==> src/rtl/regfile32x32_pkg.sv <==
`default_nettype none
// ============================================================================
// Module      : regfile32x32_pkg
// Description : Shared constants for the datapath register file
// Revision    : 1.0 - initial release
// ============================================================================
package regfile32x32_pkg;

    localparam int DATA_W = 32;
    localparam int ADDR_W = 5;
    localparam int NREGS  = 32;

    localparam logic [ADDR_W-1:0] ZERO_REG = 5'd0;

endpackage : regfile32x32_pkg
`default_nettype wire

==> src/rtl/mux32to1.sv <==
`default_nettype none
// ============================================================================
// Module      : mux32to1
// Description : 32-input, 32-bit-wide read-port multiplexer
// Revision    : 1.0 - initial release
// ============================================================================
module mux32to1
    import regfile32x32_pkg::*;
(
    input  logic [NREGS-1:0][DATA_W-1:0] i_din,
    input  logic [ADDR_W-1:0]            i_sel,
    output logic [DATA_W-1:0]            o_dout
);

    // Plain indexed select
    always_comb begin
        o_dout = i_din[i_sel];
    end

endmodule : mux32to1
`default_nettype wire

==> src/rtl/reg32.sv <==
`default_nettype none
// ============================================================================
// Module      : reg32
// Description : 32-bit register with synchronous active-high reset and load
// Revision    : 1.0 - initial release
// ============================================================================
module reg32
    import regfile32x32_pkg::*;
(
    input  logic              clk,
    input  logic              rst,
    input  logic              i_load,
    input  logic [DATA_W-1:0] i_d,
    output logic [DATA_W-1:0] o_q
);

    logic [DATA_W-1:0] r_q;

    // Clear on reset, otherwise capture the input when loaded
    always_ff @(posedge clk) begin
        if (rst) begin
            r_q <= '0;
        end else if (i_load) begin
            r_q <= i_d;
        end
    end

    assign o_q = r_q;

endmodule : reg32
`default_nettype wire

==> src/rtl/regfile32x32.sv <==
`default_nettype none
// ============================================================================
// Module      : regfile32x32
// Description : 32x32 register file, one synchronous write port, two
//               combinational read ports with same-cycle write bypass.
//               Register 0 has no storage and always reads zero.
// Revision    : 1.0 - initial release
// ============================================================================
module regfile32x32
    import regfile32x32_pkg::*;
#(
    parameter int DATA_W = regfile32x32_pkg::DATA_W,
    parameter int ADDR_W = regfile32x32_pkg::ADDR_W,
    parameter int NREGS  = regfile32x32_pkg::NREGS
) (
    input  logic              clk,
    input  logic              reset,
    input  logic              we,
    input  logic [ADDR_W-1:0] waddr,
    input  logic [DATA_W-1:0] wdata,
    input  logic [ADDR_W-1:0] raddr0,
    output logic [DATA_W-1:0] rdata0,
    input  logic [ADDR_W-1:0] raddr1,
    output logic [DATA_W-1:0] rdata1
);

    // A write is only effective when reset is low; reset wins over a
    // coincident write and also suppresses the bypass.
    logic                            w_wr_active;
    logic [NREGS-1:1]                w_wdec;
    logic [NREGS-1:0][DATA_W-1:0]    w_regs;
    logic [DATA_W-1:0]               w_mux0;
    logic [DATA_W-1:0]               w_mux1;
    logic                            w_byp0;
    logic                            w_byp1;

    assign w_wr_active = we & ~reset;

    // One-hot write decode; index 0 is never decoded so r0 cannot be written
    always_comb begin
        w_wdec = '0;
        for (int i = 1; i < NREGS; i++) begin
            w_wdec[i] = w_wr_active & (waddr == ADDR_W'(i));
        end
    end

    assign w_regs[0] = '0;

    generate
        for (genvar g = 1; g < NREGS; g++) begin : g_reg
            reg32 u_reg (
                .clk    (clk),
                .rst    (reset),
                .i_load (w_wdec[g]),
                .i_d    (wdata),
                .o_q    (w_regs[g])
            );
        end
    endgenerate

    mux32to1 u_mux0 (
        .i_din  (w_regs),
        .i_sel  (raddr0),
        .o_dout (w_mux0)
    );

    mux32to1 u_mux1 (
        .i_din  (w_regs),
        .i_sel  (raddr1),
        .o_dout (w_mux1)
    );

    // Bypass only for non-zero addresses so a discarded r0 write never leaks
    assign w_byp0 = w_wr_active & (waddr == raddr0) & (raddr0 != ZERO_REG);
    assign w_byp1 = w_wr_active & (waddr == raddr1) & (raddr1 != ZERO_REG);

    // Post-mux bypass select for each read port
    always_comb begin
        rdata0 = w_byp0 ? wdata : w_mux0;
        rdata1 = w_byp1 ? wdata : w_mux1;
    end

endmodule : regfile32x32
`default_nettype wire

==> config.mk <==
export PLATFORM = sky130hd
export DESIGN_NAME = regfile32x32
export DESIGN_NICKNAME = d
export VERILOG_FILES = /design/src/rtl/regfile32x32_pkg.sv /design/src/rtl/mux32to1.sv /design/src/rtl/reg32.sv /design/src/rtl/regfile32x32.sv
export SDC_FILE = /design/constraint.sdc
export NUM_CORES = 2
export LEC_CHECK = 0
export CELL_PAD_IN_SITES_DETAIL_PLACEMENT = 0
export CELL_PAD_IN_SITES_GLOBAL_PLACEMENT = 1
export CORE_MARGIN = 3
export CORE_UTILIZATION = 25
export DETAILED_ROUTE_END_ITERATION = 8
export GPL_TIMING_DRIVEN = 0
export PLACE_DENSITY = 0.59
export RECOVER_POWER = 50
export SLEW_MARGIN = 10
export SYNTH_ARGS = -nofsm -noshare
export SYNTH_HDL_FRONTEND = slang
export SYNTH_SLANG_ARGS = --single-unit
==> constraint.sdc <==
create_clock -name clk -period 2.4 [get_ports clk]
set_input_delay 0.48 -clock clk [delete_from_list [all_inputs] [get_ports clk]]
set_output_delay 0.48 -clock clk [all_outputs]
set_load 0.1 [all_outputs]
==> metrics.txt <==
status finished with violations; failing checks slew limit, setup timing; first-pass GRT wire length 466000 um; Slew Limit Headroom -0.652%; Hold Slack 0.0152 ns; die area 213000 sq um; length in cells of the worst reg-to-reg path 2; Antenna Nets Post-Route 0; RSZ-0062 raised after global routing true; Final min period 4.09 ns; critical path peak fanout 3; I/O Buffers 76; power after layout 0.0421 W; All-Layer GR Usage 32.6%; CTS tree done; r2r endpoint g_reg[15].u_reg.o_q[26]$_SDFFE_PP0P_; final hold viol count 0; vias in the first global route 50000; Main synth FF type dfxtp_1; hold crit path type in -> reg; routability congestion estimate from global placement 1.10; largest net degree at the start of global routing 17; ys async rst share 0%; Critical Path Start g_reg[27].u_reg.o_q[19]$_SDFFE_PP0P_; EDFF count, synth 0; Max VDD drop 608 uV; WL final 361000 um; Area Growth Syn to Fin 29.4%; cell area after synthesis 51800 sq um; crit path launch type flop; initial DRC count 8797; Seq/Total Area, Yosys 38.4%; clk_lat worst skew 0.81 ns; Layout Skew 0 ns; CP Capture Type output port; DR pass1 iterations 9; Top Ports 114; number of flip-flops in the largest register 992; crit share post-route 170%; Cells after Synth 6223; CP endpoint rdata0[19]; Final setup viols 1005; row count 166; Worst EP arrival 3.61 ns; CTS Buf Count 115; initial antenna violation count 26; Critical Path RT 1.92 ns; core area 205000 sq um; Reg2Reg Setup Slack 1.63 ns; Final HPWL DP 270000 um; Worst Tran Pin Value 1.51 ns; flops & latches, synth 992; Min-Delay Path Depth 3; Fmax 245 MHz; Die H 461 um; share of layout cells above drive strength 1 26.1%; nets@finish 6612; yosys synthesis warning count 0; Mapped Nets 6273; vias per inst 5.93; Leak 22.0 nW; Finished Cell Area 67000 sq um; clock root buffer master clkbuf_16; H-tree depth 3; Setup CP Type reg -> out; pwr/cell area 629 nW/um^2; die width 461 um; initial core utilization 25.2%; most common cell after layout, fill and taps aside nand2_1; worst-case clock buffer depth 3; placement-stage cell area 57500 sq um; Reg-to-Reg Start g_reg[15].u_reg.o_q[26]$_SDFFE_PP0P_; most frequent cells in the layout nand2_1 (2059), a21oi_1 (1023), dfxtp_1 (873); Max Cap Viol 0; post-layout worst setup margin -1.69 ns; CTS sink cnt 992; via count 55500; CTS clock-pin slew for the worst setup and hold paths 0.06 ns; DRC viols 0; Syn Area/Cell 8.32 sq um; Final Slew Violations 1; Yosys cell types 49; Avg WL per Cell 38.6 um; end-of-flow core utilization 32.6%; GRT overflow 0
kinds of logic after synthesis:
kind of cell,Yosys count,synth area share (%)
and+or+nand+nor,2344,17.9
buffers and inverters,676,5.83
muxes,656,20.2
DFF,992,38.4
xor gates and xnor gates,8,0.135
AOI/OAI and AO/OA,1547,17.6
Yosys cell counts, types with 3 or more instances:
library cell | instances | share of area, %
a211oi_1 | 16 | 0.23
a21oi_1 | 1032 | 10
a221oi_1 | 91 | 1.5
a222oi_1 | 6 | 0.12
a22o_1 | 51 | 0.86
a22oi_1 | 131 | 1.9
a31oi_1 | 44 | 0.53
and2_1 | 4 | 0.048
and3b_1 | 3 | 0.051
buf_1 | 28 | 0.20
buf_2 | 188 | 1.8
buf_4 | 54 | 0.78
buf_6 | 6 | 0.13
clkbuf_1 | 397 | 2.9
dfxtp_1 | 992 | 38
mux2_2 | 176 | 3.8
mux2i_1 | 187 | 3.6
mux4_2 | 293 | 13
nand2_1 | 2095 | 15
nand2b_1 | 5 | 0.060
nand3_1 | 19 | 0.18
nand3b_1 | 38 | 0.55
nor2_1 | 118 | 0.86
nor2_2 | 9 | 0.11
nor2_4 | 3 | 0.065
nor2b_1 | 12 | 0.15
nor3_1 | 10 | 0.097
nor3_2 | 4 | 0.077
nor3_4 | 3 | 0.094
nor3b_2 | 3 | 0.073
o211ai_1 | 31 | 0.45
o21ai_0 | 61 | 0.59
o221ai_1 | 62 | 1.0
o31ai_1 | 11 | 0.16
o32a_1 | 11 | 0.21
or2_2 | 6 | 0.073
or2_4 | 3 | 0.051
xor2_1 | 6 | 0.10
cell type report:
class                   count  area [sq um]
diodes                     11          27.5
plain buffers             667          4840
clock buffers             163          3330
clock inverters            50           658
fillers                 21300        138000
inverters                   3          23.8
multi-input cells        4555         31600
flip-flops and latches    992         20000
well taps                2688          3360
repair buffers            228          3100
metrics by stage:
step,setup TNS [ns],std cells,setup WS [ns]
after floorplan,-20.34,6223,-0.347
after global placement,-1612.90,8987,-3.70
after detailed placement,-1439.57,8989,-3.71
after CTS,-69.40,9266,-1.59
after global routing,-272.44,9348,-1.48
final,-323.52,9357,-1.69
layer usage:
layer	share of wire (%)	vias to the layer above	global-route usage [%]
met5	0.025	-	0.230
met4	11	14	27.5
met3	12	1064	10.6
met2	40	4181	45.9
met1	37	27700	40.1
li1	-	22500	-
how the worst min path moves through the flow:
stage	startpoint	endpoint	slack (ns)
floorplan	g_reg[14].u_reg.o_q[0]$_SDFFE_PP0P_	g_reg[14].u_reg.o_q[0]$_SDFFE_PP0P_	0.44
global placement	g_reg[6].u_reg.o_q[14]$_SDFFE_PP0P_	g_reg[6].u_reg.o_q[14]$_SDFFE_PP0P_	0.45
detailed placement	g_reg[6].u_reg.o_q[17]$_SDFFE_PP0P_	g_reg[6].u_reg.o_q[17]$_SDFFE_PP0P_	0.46
CTS	wdata[18]	g_reg[3].u_reg.o_q[18]$_SDFFE_PP0P_	0.001
global route	wdata[16]	g_reg[2].u_reg.o_q[16]$_SDFFE_PP0P_	0.02
finish	wdata[18]	g_reg[3].u_reg.o_q[18]$_SDFFE_PP0P_	0.02
critical path, cell delays in order, from the launching register on:
cell	delay, ns
dfxtp_2	0.33
mux4_2	0.62
nand3b_1	0.17
o21ai_1	0.08
a222oi_1	1.14
a31oi_4	0.19
buf_12	0.23
report_power, final:
part	switching (W)	internal, W	total (W)	leakage (nW)
combinational	0.00462	0.00174	0.00636	12.0
sequential	0.0000640	0.0165	0.0166	8.05
clock	0.00822	0.0110	0.0192	1.96
total	0.0129	0.0292	0.0421	22.0
repair_timing:
action	4_1_cts	5_1_grt
endpoints found under the setup margin	1033	386
setup buffers	64	81
endpoints found under the hold margin	2	0
resized for setup	1406	190
pin swaps	178	88
hold buffers	2	0
gates cloned	3	4
(Power assumes the default switching activity.)
